--- src/rtl/mio_bus_pkg.sv ---
`default_nettype none
// ============================================================================
// mio_bus_pkg
// Shared types and constants for the memory/IO bus responder: FSM state
// encoding, decoded target region, IO register byte offsets and the
// address-region decode helper.
// Rev 1.0 - initial release
// ============================================================================
package mio_bus_pkg;

  typedef enum logic [2:0] {
    ST_IDLE      = 3'd0,
    ST_RAM_ISSUE = 3'd1,
    ST_RAM_DATA  = 3'd2,
    ST_IO_WAIT   = 3'd3,
    ST_ERR       = 3'd4,
    ST_RESP      = 3'd5
  } state_t;

  typedef enum logic [1:0] {
    REGION_RAM = 2'd0,
    REGION_IO  = 2'd1,
    REGION_ERR = 2'd2
  } region_t;

  // IO register byte offsets within the 16-byte IO window
  localparam logic [3:0] OFF_GPIO_OUT = 4'h0;
  localparam logic [3:0] OFF_GPIO_IN  = 4'h4;
  localparam logic [3:0] OFF_COUNTER  = 4'h8;
  localparam logic [3:0] OFF_STATUS   = 4'hC;

  // Top nibble that selects the RAM region
  localparam logic [3:0] RAM_REGION_TAG = 4'h0;

  // Misalignment is checked first so a misaligned IO address is an error,
  // not an IO access.
  function automatic region_t decode_region(input logic [31:0] addr,
                                            input logic [31:0] io_base,
                                            input int unsigned ram_bits);
    logic [25:0] word;
    word = addr[27:2];
    if (addr[1:0] != 2'b00)
      return REGION_ERR;
    if (addr[31:28] == RAM_REGION_TAG && (word >> ram_bits) == 26'd0)
      return REGION_RAM;
    if (addr[31:4] == io_base[31:4])
      return REGION_IO;
    return REGION_ERR;
  endfunction

endpackage
`default_nettype wire

--- src/rtl/mio_io_regs.sv ---
`default_nettype none
// ============================================================================
// mio_io_regs
// Memory-mapped IO register set: GPIO output register, free-running 32-bit
// counter, sticky bus-error flag and the combinational read mux.
// Ports:
//   clk, rst      - clock, asynchronous active-high reset
//   strobe        - one-cycle access strobe from the responder FSM
//   we            - access is a write
//   sel           - register word select (byte offset [3:2])
//   wdata         - write data
//   err_set       - set bus_err this edge (beats a status clear)
//   gpio_in       - GPIO input pins
//   gpio_out      - GPIO output register
//   bus_err       - sticky error flag
//   rdata         - read-mux output for the selected register
// Rev 1.0 - initial release
// ============================================================================
module mio_io_regs
  import mio_bus_pkg::*;
(
  input  logic        clk,
  input  logic        rst,
  input  logic        strobe,
  input  logic        we,
  input  logic [1:0]  sel,
  input  logic [31:0] wdata,
  input  logic        err_set,
  input  logic [31:0] gpio_in,
  output logic [31:0] gpio_out,
  output logic        bus_err,
  output logic [31:0] rdata
);

  logic [31:0] counter;
  logic [3:0]  offset;
  logic        wr;

  assign offset = {sel, 2'b00};
  assign wr     = strobe && we;

  always_ff @(posedge clk or posedge rst) begin
    if (rst) begin
      gpio_out <= 32'h0;
      counter  <= 32'h0;
      bus_err  <= 1'b0;
    end else begin
      if (wr && offset == OFF_GPIO_OUT)
        gpio_out <= wdata;

      // A write replaces this edge's increment
      if (wr && offset == OFF_COUNTER)
        counter <= wdata;
      else
        counter <= counter + 32'd1;

      if (err_set)
        bus_err <= 1'b1;
      else if (wr && offset == OFF_STATUS && wdata[0])
        bus_err <= 1'b0;
    end
  end

  always_comb begin
    rdata = 32'h0;
    case (offset)
      OFF_GPIO_OUT: rdata = gpio_out;
      OFF_GPIO_IN:  rdata = gpio_in;
      OFF_COUNTER:  rdata = counter;
      OFF_STATUS:   rdata = {31'b0, bus_err};
      default:      rdata = 32'h0;
    endcase
  end

endmodule
`default_nettype wire

--- src/rtl/mio_bus_responder.sv ---
`default_nettype none
// ============================================================================
// mio_bus_responder
// Data-memory bus responder: accepts CPU load/store requests, routes them to
// a synchronous data RAM or the IO register block, and returns read data with
// a one-cycle completion pulse. All outputs are registered.
// Ports:
//   clk, rst                      - clock, asynchronous active-high reset
//   cpu_req/we/addr/wdata         - CPU request (held until cpu_ready)
//   cpu_rdata, cpu_ready          - response data and completion pulse
//   ram_en/we/addr/wdata          - synchronous RAM port
//   ram_rdata                     - RAM read data (cycle after ram_en edge)
//   gpio_out, gpio_in             - GPIO register / input pins
//   bus_err                       - sticky error flag
// Rev 1.0 - initial release
// ============================================================================
module mio_bus_responder
  import mio_bus_pkg::*;
#(
  parameter int unsigned RAM_ADDR_BITS = 10,
  parameter int unsigned IO_WAIT       = 2,
  parameter logic [31:0] IO_BASE       = 32'hF000_0000
) (
  input  logic                     clk,
  input  logic                     rst,
  input  logic                     cpu_req,
  input  logic                     cpu_we,
  input  logic [31:0]              cpu_addr,
  input  logic [31:0]              cpu_wdata,
  output logic [31:0]              cpu_rdata,
  output logic                     cpu_ready,
  output logic                     ram_en,
  output logic                     ram_we,
  output logic [RAM_ADDR_BITS-1:0] ram_addr,
  output logic [31:0]              ram_wdata,
  input  logic [31:0]              ram_rdata,
  output logic [31:0]              gpio_out,
  input  logic [31:0]              gpio_in,
  output logic                     bus_err
);

  localparam logic [3:0] IO_WAIT_INIT = 4'(IO_WAIT);

  state_t      state, state_next;
  region_t     region;
  logic [3:0]  wait_cnt, wait_next;
  logic [1:0]  sel_q;
  logic        we_q;
  logic [31:0] wdata_q;
  logic [31:0] rdata_next;
  logic [31:0] io_rdata;
  logic        io_strobe;
  logic        err_set;
  logic        accept;

  assign region = decode_region(cpu_addr, IO_BASE, RAM_ADDR_BITS);
  assign accept = (state == ST_IDLE) && cpu_req;

  always_ff @(posedge clk or posedge rst) begin
    if (rst) begin
      state    <= ST_IDLE;
      wait_cnt <= 4'd0;
    end else begin
      state    <= state_next;
      wait_cnt <= wait_next;
    end
  end

  always_comb begin
    state_next = state;
    wait_next  = wait_cnt;
    rdata_next = cpu_rdata;
    io_strobe  = 1'b0;
    err_set    = 1'b0;
    case (state)
      ST_IDLE: begin
        if (cpu_req) begin
          case (region)
            REGION_RAM: state_next = ST_RAM_ISSUE;
            REGION_IO: begin
              state_next = ST_IO_WAIT;
              wait_next  = IO_WAIT_INIT;
            end
            default:    state_next = ST_ERR;
          endcase
        end
      end
      ST_RAM_ISSUE: state_next = ST_RAM_DATA;
      ST_RAM_DATA: begin
        rdata_next = we_q ? 32'h0 : ram_rdata;
        state_next = ST_RESP;
      end
      ST_IO_WAIT: begin
        if (wait_cnt != 4'd0) begin
          wait_next = wait_cnt - 4'd1;
        end else begin
          io_strobe  = 1'b1;
          rdata_next = we_q ? 32'h0 : io_rdata;
          state_next = ST_RESP;
        end
      end
      ST_ERR: begin
        err_set    = 1'b1;
        rdata_next = 32'h0;
        state_next = ST_RESP;
      end
      ST_RESP:  state_next = ST_IDLE;
      default:  state_next = ST_IDLE;
    endcase
  end

  // Registered outputs are derived from the next state so each one is
  // asserted exactly in the cycle its state is occupied.
  always_ff @(posedge clk or posedge rst) begin
    if (rst) begin
      cpu_ready <= 1'b0;
      cpu_rdata <= 32'h0;
      ram_en    <= 1'b0;
      ram_we    <= 1'b0;
      ram_addr  <= '0;
      ram_wdata <= 32'h0;
      sel_q     <= 2'd0;
      we_q      <= 1'b0;
      wdata_q   <= 32'h0;
    end else begin
      cpu_ready <= (state_next == ST_RESP);
      cpu_rdata <= rdata_next;
      ram_en    <= (state_next == ST_RAM_ISSUE);
      ram_we    <= (state_next == ST_RAM_ISSUE) && we_q_next();
      if (accept) begin
        sel_q   <= cpu_addr[3:2];
        we_q    <= cpu_we;
        wdata_q <= cpu_wdata;
        if (region == REGION_RAM) begin
          ram_addr  <= cpu_addr[RAM_ADDR_BITS+1:2];
          ram_wdata <= cpu_wdata;
        end
      end
    end
  end

  // The RAM write enable is issued on the accept edge, before we_q holds it
  function automatic logic we_q_next();
    return accept ? cpu_we : we_q;
  endfunction

  mio_io_regs u_io_regs (
    .clk      (clk),
    .rst      (rst),
    .strobe   (io_strobe),
    .we       (we_q),
    .sel      (sel_q),
    .wdata    (wdata_q),
    .err_set  (err_set),
    .gpio_in  (gpio_in),
    .gpio_out (gpio_out),
    .bus_err  (bus_err),
    .rdata    (io_rdata)
  );

endmodule
`default_nettype wire
--- config.mk ---
export PLATFORM = sky130hd
export DESIGN_NAME = mio_bus_responder
export DESIGN_NICKNAME = d
export VERILOG_FILES = /design/src/rtl/mio_bus_pkg.sv /design/src/rtl/mio_io_regs.sv /design/src/rtl/mio_bus_responder.sv
export SDC_FILE = /design/constraint.sdc
export NUM_CORES = 1
export LEC_CHECK = 0
export ABC_AREA = 1
export BUFFER_PORTS_ARGS = -buffer_cell sky130_fd_sc_hd__buf_2
export CORE_MARGIN = 5
export CORE_UTILIZATION = 45
export DETAILED_ROUTE_END_ITERATION = 8
export HOLD_SLACK_MARGIN = 0.03
export PLACE_DENSITY = 0.73
export SYNTH_ARGS = -nofsm -noshare
export SYNTH_HDL_FRONTEND = slang
export SYNTH_SLANG_ARGS = --single-unit
--- constraint.sdc ---
create_clock -name clk -period 6.64 [get_ports clk]
set_clock_uncertainty 0.2 [all_clocks]
set_input_delay 1.328 -clock clk [delete_from_list [all_inputs] [get_ports clk]]
set_output_delay 1.328 -clock clk [all_outputs]
set_load 0.02 [all_outputs]
==> run_results.csv, run 1 <==
group,metric,value,unit
die,pin_count,242,
placement,dp_hpwl,20300,um
setup_path,rrSetupSlack,3.50,ns
clock_network,cts_inserted_buffers,17,
clock_network,postCtsSetupRepairBufs,0,
detailed_routing,dr.pass1.iters,5,
placement,numPortBuffers,241,
sta,maxSlewViolCount,0,
pwr,ir_drop,214,uV
detailed_routing,vias,8609,
pwr,p_leak,0.00595,uW
layout,nNetsFinal,1559,
synthesis,yosysWarnings,0,
setup_path,r2r_end,"u_io_regs.counter[24]$_DFF_PP0_",
pwr,p_per_area,428,nW/um^2
sta,finalCriticalPeriod,3.14,ns
clock_network,clk_latency,0.43,ns
detailed_routing,drt-total-wl,27300,um
synthesis,synth_area_per_cell,7.51,um^2
sta,hold_violations,0,
synthesis,syn-cell-area,9120,um^2
synthesis,synth_area_leaders,"dfrtp_1, nand2_1, o21ai_1",
setup_path,worstPathArrival,3.22,ns
clock_network,cts.repair.resized,0,
synthesis,synth_flop_cell,"dfrtp_1",
clock_network,clk_pin_slew,0.07,ns
synthesis,synth_nets,1349,
die,fp.dieH,152,um
layout,drive_above_1_share,20.9,%
clock_network,cts.path.max_buffers,2,
sta,fin_crit_sh,47.3,%
detailed_routing,routedWlPerCell,16.0,um
placement,gp_routability_congestion,0.878,
sta,rsz0062_at_grt,"no",
synthesis,synth_seq_cells,184,
synthesis,syn_inst,1214,
layout,n_antenna_cell,0,
grt,grt_max_degree,138,
setup_path,start_kind,"flip-flop",
die,design.die.area,23200,um^2
clock_network,hold_buffers,0,
clock_network,cts_max_level,4,
die,initial_core_util,45.4,%
synthesis,synth_cell_type_count,31,
clock_network,cts.sinks,184,
detailed_routing,drc,0,
sta,setup_viol,0,
setup_path,endpoint_kind,"flip-flop",
hold_path,hp-start,"cpu_rdata[11]$_DFFE_PP0P_",
grt,grt-ovfl-total,0,
grt,groute.usage.overall,23.4,%
setup_path,path_max_fanout,53,
synthesis,synth_async_sr_flop_share,100,%
job,drv_cap,0,
grt,antenna_found_initial,0,
die,die_x,152,um
synthesis,yosysTopAreaCellShare,50.5,%
sta,relSlewSlack,24.6,%
die,rows,52,
grt,grt_pass1_vias,8226,
setup_path,reg2reg_depth,5,
run_status,status,"finished clean",
sta,fmax,318,MHz
layout,final_core_util,55.2,%
hold_path,worstHoldPathCells,2,
clock_network,cts_root_buffer,"clkbuf_16",
setup_path,critPathRequiredTime,6.72,ns
clock_network,cts_tree,"done",
detailed_routing,ant_nets,0,
grt,grt_pass1_wl,44200,um
sta,tightest_slew,1.13,ns
layout,area_delta_synth_final,21.7,%
die,core_area,20100,um^2
hold_path,hp-class,"reg2reg",
setup_path,worst-setup-path-type,"reg2reg",
sta,finalSetupTns,0,ns
detailed_routing,drt_iter0_markers,690,
detailed_routing,vias_per_cell,5.04,
synthesis,synth.largest_area_cell,"dfrtp_1",
setup_path,reg2reg_from,"sel_q[1]$_DFFE_PP0P_",
synthesis,ys_seq_area_share,50.5,%
synthesis,synth-edff-count,0,
hold_path,hold_path_end,"cpu_rdata[11]$_DFFE_PP0P_",
[sequential cells by signal (all words and copies together) (netlist names), 2 cells and up]
| signal | flops |
|---|---|
| cpu_rdata | 32 |
| ram_addr | 10 |
| ram_wdata | 32 |
| sel_q | 2 |
| state | 3 |
| u_io_regs.counter | 32 |
| u_io_regs.gpio_out | 32 |
| wait_cnt | 4 |
| wdata_q | 32 |
[power breakdown]
part / switching [uW] / leakage (uW) / internal (uW)
Combinational: 1220 / 0.00319 / 556
Sequential: 375 / 0.00245 / 1500
Clock: 453 / 0.000314 / 647
Total: 2050 / 0.00595 / 2710
[critical path, stage by stage (launching register included)]
cell,delay (ns)
dfrtp_1,0.91
nand2_1,0.63
nor2_4,0.47
inv_2,0.42
nor2_1,0.27
a31oi_1,0.06
[per-layer routing]
| metal | wire length, um | global-route usage [%] | vias up |
|---|---|---|---|
| li1 | - | - | 4256 |
| met1 | 13000 | 34.8 | 4002 |
| met2 | 12000 | 35.4 | 317 |
| met3 | 1900 | 4.80 | 34 |
| met4 | 423 | 5.05 | 0 |
| met5 | 0 | 0 | - |
[metrics by stage]
step / std cells / hold WS (ns) / instance area (um^2) / worst slack [ns] / power, uW
floorplan: 1214 / 0.249 / 9120 / 0.112 / 3010
global route: 1707 / 0.294 / 11100 / 3.30 / 5080
CTS: 1707 / 0.281 / 11100 / 3.54 / 4760
global placement: 1675 / 0.258 / 10500 / 3.51 / 3610
detailed placement: 1675 / 0.263 / 10500 / 3.45 / 3650
finish: 1707 / 0.280 / 11100 / 3.50 / 4750
[layout make-up]
cell class / count / area (um^2)
fillers: 1921 / 9010
flip-flops and latches: 184 / 4600
multi-input cells: 847 / 3780
repair buffers: 248 / 1260
inverters: 126 / 480
clock buffers: 19 / 443
well taps: 270 / 338
clock inverters: 13 / 190
[how the worst max path moves through the flow]
stage / start / to / slack, ns / cells after the start
3_3_place_gp: cpu_req / ram_wdata[24]$_DFFE_PP0P_ / 3.51 / 8
3_5_place_dp: cpu_req / ram_wdata[15]$_DFFE_PP0P_ / 3.45 / 8
6_report: sel_q[1]$_DFFE_PP0P_ / u_io_regs.counter[24]$_DFF_PP0_ / 3.50 / 5
2_1_floorplan: rst / cpu_rdata[0]$_DFFE_PP0P_ / 0.11 / 1
5_1_grt: sel_q[1]$_DFFE_PP0P_ / u_io_regs.counter[29]$_DFF_PP0_ / 3.30 / 5
4_1_cts: sel_q[1]$_DFFE_PP0P_ / u_io_regs.counter[29]$_DFF_PP0_ / 3.54 / 5
[cells by family (layout without fill, tap and decap cells)]
kind of cell               after synthesis  count (layout)  share of synthesized area (%)
xor gates and xnor gates                10              10                          0.960
DFF                                    184             184                           50.5
adders and majority gates                3               3                          0.412
and+or+nand+nor                        635             635                           28.6
AOI/OAI and AO/OA                      199             199                           11.5
buffers and inverters                  183             406                           8.07
[layout by cell type, fill, tap and decap left out, types with 3 or more instances in the layout]
cell,count
a21oi_1,17
a22o_1,4
a31oi_1,4
buf_2,241
buf_4,7
bufinv_16,4
clkbuf_16,17
clkinv_2,3
dfrtp_1,184
ha_1,3
inv_1,122
inv_2,3
inv_6,4
nand2_1,444
nand3_1,80
nand3b_1,5
nand4_1,5
nor2_1,81
nor2_2,4
nor2_4,5
nor3_1,3
o211ai_1,11
o21ai_0,54
o21ai_1,106
or2_2,3
xnor2_1,4
xor2_1,6
[cell usage after synthesis (2+ instances only)]
cell,n
a21oi_1,17
o21bai_1,2
o21ai_0,54
xor2_1,6
nor3_1,3
or2_2,3
inv_2,3
nand2_1,444
a31oi_1,4
xnor2_1,4
nor2_2,4
nor2_1,81
a22o_1,4
o21ai_1,107
nand2_2,2
inv_1,123
ha_1,3
o211ai_1,11
nand3_1,80
dfrtp_1,184
buf_2,30
nand3b_1,5
nand4_1,5
clkbuf_1,21
buf_1,4
nor2_4,5
No activity file was read; power rests on OpenSTA's default activity.
==> inputs of run 2 (changes only) <==
--- a/config.mk
+++ b/config.mk
@@ -5,13 +5,13 @@
 export SDC_FILE = /design/constraint.sdc
 export NUM_CORES = 1
 export LEC_CHECK = 0
-export ABC_AREA = 1
+export ABC_AREA = 0
 export BUFFER_PORTS_ARGS = -buffer_cell sky130_fd_sc_hd__buf_2
 export CORE_MARGIN = 5
 export CORE_UTILIZATION = 45
 export DETAILED_ROUTE_END_ITERATION = 8
 export HOLD_SLACK_MARGIN = 0.03
-export PLACE_DENSITY = 0.73
+export PLACE_DENSITY = 0.7
 export SYNTH_ARGS = -nofsm -noshare
 export SYNTH_HDL_FRONTEND = slang
 export SYNTH_SLANG_ARGS = --single-unit
==> constraint.sdc (replaced) <==
create_clock -name clk -period 2.9 [get_ports clk]
set_clock_uncertainty 0.2 [all_clocks]
set_input_delay 0.58 -clock clk [delete_from_list [all_inputs] [get_ports clk]]
set_output_delay 0.58 -clock clk [all_outputs]
set_load 0.02 [all_outputs]
==> run 2 against run 1 <==
- count of clock-buffer cells in the layout fell by 2
- sequential power rose by 110%
- critical path type unchanged
- critical endpoint is now cpu_rdata[2]$_DFFE_PP0P_
- first-iteration DRC count fell by 41%
==> run_results.csv, run 2 <==
group,metric,value,unit
synthesis,synth.most_common_cell,"dfrtp_1",
die,initial_core_util,46.0,%
clock_network,cts.path.max_buffers,2,
sta,finalSetupTns,0,ns
die,die_x,148,um
sta,maxSlewViolCount,0,
clock_network,cts_inserted_buffers,17,
setup_path,worstSetupEndpoint,"cpu_rdata[2]$_DFFE_PP0P_",
clock_network,cts.repair.resized,0,
setup_path,r2r_end,"cpu_rdata[2]$_DFFE_PP0P_",
grt,grt-ovfl-total,0,
placement,dp_hpwl,17000,um
pwr,p_leak,0.00523,uW
clock_network,clk_latency,0.44,ns
setup_path,start_kind,"flip-flop",
setup_path,worstSetupStartpoint,"state[2]$_DFF_PP0_",
detailed_routing,vias,6819,
sta,hold_violations,0,
grt,grt_busiest_layer,"met2",
die,rows,50,
sta,setup_viol,0,
detailed_routing,dr.pass1.iters,8,
setup_path,reg2reg_depth,5,
pwr,p_per_area,864,nW/um^2
clock_network,clk_pin_slew,0.07,ns
detailed_routing,drc,0,
grt,use_met3,5.27,%
hold_path,hp-class,"in2reg",
sta,rsz0062_at_grt,"no",
synthesis,synth_nets,842,
grt,groute.usage.overall,21.3,%
synthesis,syn_inst,707,
clock_network,cts_tree,"done",
sta,fin_crit_sh,91.0,%
setup_path,reg2reg_from,"state[2]$_DFF_PP0_",
run_status,status,"finished clean",
clock_network,cts.sinks,184,
layout,final_common_cell,"buf_2",
setup_path,worstPathArrival,2.72,ns
sta,fmax,379,MHz
placement,numPortBuffers,241,
grt,grt_use_met2,35.2,%
layout,drive_above_1_share,44.0,%
synthesis,syn-cell-area,8630,um^2
synthesis,yosys-top-cells-count,"dfrtp_1, mux2_2, o2bb2ai_1, clkbuf_1, a22oi_1",
detailed_routing,vias_per_cell,5.73,
setup_path,rrSetupSlack,0.26,ns
job,drv_cap,0,
sta,relSlewSlack,31.5,%
grt,antenna_found_initial,0,
setup_path,worst-setup-path-type,"reg2reg",
die,core_area,18800,um^2
grt,grt_max_degree,100,
synthesis,synth_flop_cell,"dfrtp_1",
clock_network,postCtsSetupRepairBufs,0,
grt,grt_util_met1,28.2,%
sta,tightest_slew,1.02,ns
die,design.die.area,22000,um^2
grt,grt_pass1_vias,6942,
synthesis,synth_seq_cells,184,
clock_network,cts_root_buffer,"clkbuf_16",
synthesis,ys_seq_area_share,53.3,%
synthesis,synth_area_leaders,"dfrtp_1, mux2_2, o2bb2ai_1",
placement,gp_routability_congestion,0.783,
setup_path,path_max_fanout,23,
synthesis,synth_async_sr_flop_share,100,%
synthesis,synth_cell_type_count,52,
synthesis,yosysWarnings,0,
grt,grt_pass1_wl,37200,um
layout,nNetsFinal,1078,
detailed_routing,drt-total-wl,23700,um
setup_path,endpoint_kind,"flip-flop",
sta,finalCriticalPeriod,2.64,ns
synthesis,synth.largest_area_cell,"dfrtp_1",
layout,n_antenna_cell,0,
die,pin_count,242,
pwr,ir_drop,527,uV
clock_network,cts_max_level,4,
layout,area_delta_synth_final,24.5,%
layout,mostFrequentLayoutCells,"buf_2, dfrtp_1, mux2_2",
synthesis,yosysTopAreaCellShare,53.3,%
layout,fillers,1654,
synthesis,synth-edff-count,0,
detailed_routing,routedWlPerCell,19.9,um
detailed_routing,ant_nets,0,
detailed_routing,drt_iter0_markers,408,
setup_path,critPathRequiredTime,2.98,ns
sta,hold_ws,0.183,ns
die,fp.dieH,148,um
synthesis,synth_area_per_cell,12.2,um^2
-- run 2: changes by cell type after synthesis, sizes merged, moves of 12 or more --
cell / change
mux2: +109
a31oi: +13
a22oi: +32
or4: +12
nor2: -67
clkbuf: +13
o2bb2ai: +63
mux2i: +31
inv: -115
nand2: -416
a21oi: -14
nand3: -62
o21ai: -140
buf: -22
-- run 2: cell type report --
class | count | area [um^2] | share of cell area [%]
clock buffer | 17 | 425 | 3.96
clock inverter | 15 | 136 | 1.27
inverter | 11 | 45.0 | 0.419
multi-input combinational | 464 | 3800 | 35.4
sequential | 184 | 4610 | 42.9
tap | 234 | 293 | 2.73
timing repair buffer | 265 | 1440 | 13.4
-- run 2: per-stage QoR --
step / area [um^2] / setup slack (ns) / util (%) / std cells / total power, uW
final: 10700 / 0.260 / 57.2 / 1190 / 9290
after global routing: 10700 / 0.105 / 57.2 / 1190 / 9810
after CTS: 10700 / 0.267 / 57.2 / 1190 / 9360
after detailed placement: 10200 / 0.138 / 54.2 / 1157 / 7100
after global placement: 10200 / 0.171 / 54.2 / 1157 / 7020
after floorplan: 8630 / -0.245 / - / 707 / 5930
-- run 2: cells by family (layout without fill, tap and decap cells) --
group / count (synthesis) / in the layout / synth area share, %
fa+ha+maj: 3 / 3 / 0.435
compound gates: 161 / 161 / 14.1
mux: 141 / 141 / 18.1
flops: 184 / 184 / 53.3
xor+xnor: 13 / 13 / 1.32
simple gates: 146 / 146 / 9.64
buf+inv: 59 / 308 / 3.04
-- run 2: repair_timing --
action / in CTS / in global routing
hold buffers: 1 / 0
setup endpoints to repair: 0 / 0
hold endpoints to repair: 3 / 0
-- run 2: routing by layer --
| metal | wire [um] | vias to the layer above |
|---|---|---|
| li1 | - | 3175 |
| met1 | 10300 | 3382 |
| met2 | 11500 | 236 |
| met3 | 1600 | 26 |
| met4 | 390 | 0 |
| met5 | 0 | - |
-- run 2: report_power, final --
| group | internal, uW | switching [uW] | leakage [uW] |
|---|---|---|---|
| Clock | 1140 | 1100 | 0.000270 |
| Combinational | 1370 | 1790 | 0.00252 |
| Sequential | 3240 | 657 | 0.00243 |
-- run 2: worst min-delay path by stage --
stage | start | to | slack [ns] | depth (start not counted)
4_1_cts | cpu_wdata[18] | wdata_q[18]$_DFFE_PP0P_ | 0.17 | 2
2_1_floorplan | wdata_q[1]$_DFFE_PP0P_ | u_io_regs.counter[1]$_DFF_PP0_ | 0.25 | 2
3_5_place_dp | cpu_rdata[9]$_DFFE_PP0P_ | cpu_rdata[9]$_DFFE_PP0P_ | 0.27 | 1
6_report | cpu_wdata[18] | wdata_q[18]$_DFFE_PP0P_ | 0.18 | 2
3_3_place_gp | cpu_rdata[28]$_DFFE_PP0P_ | cpu_rdata[28]$_DFFE_PP0P_ | 0.27 | 1
5_1_grt | cpu_wdata[21] | wdata_q[21]$_DFFE_PP0P_ | 0.17 | 2
-- run 2: worst max-delay path, cell delays in order, from the launching register on --
cell and delay, ns:
dfrtp_1 0.48, nor3b_1 0.86, nor2_4 0.32, buf_4 0.29, a22oi_1 0.22, o2bb2ai_1 0.10
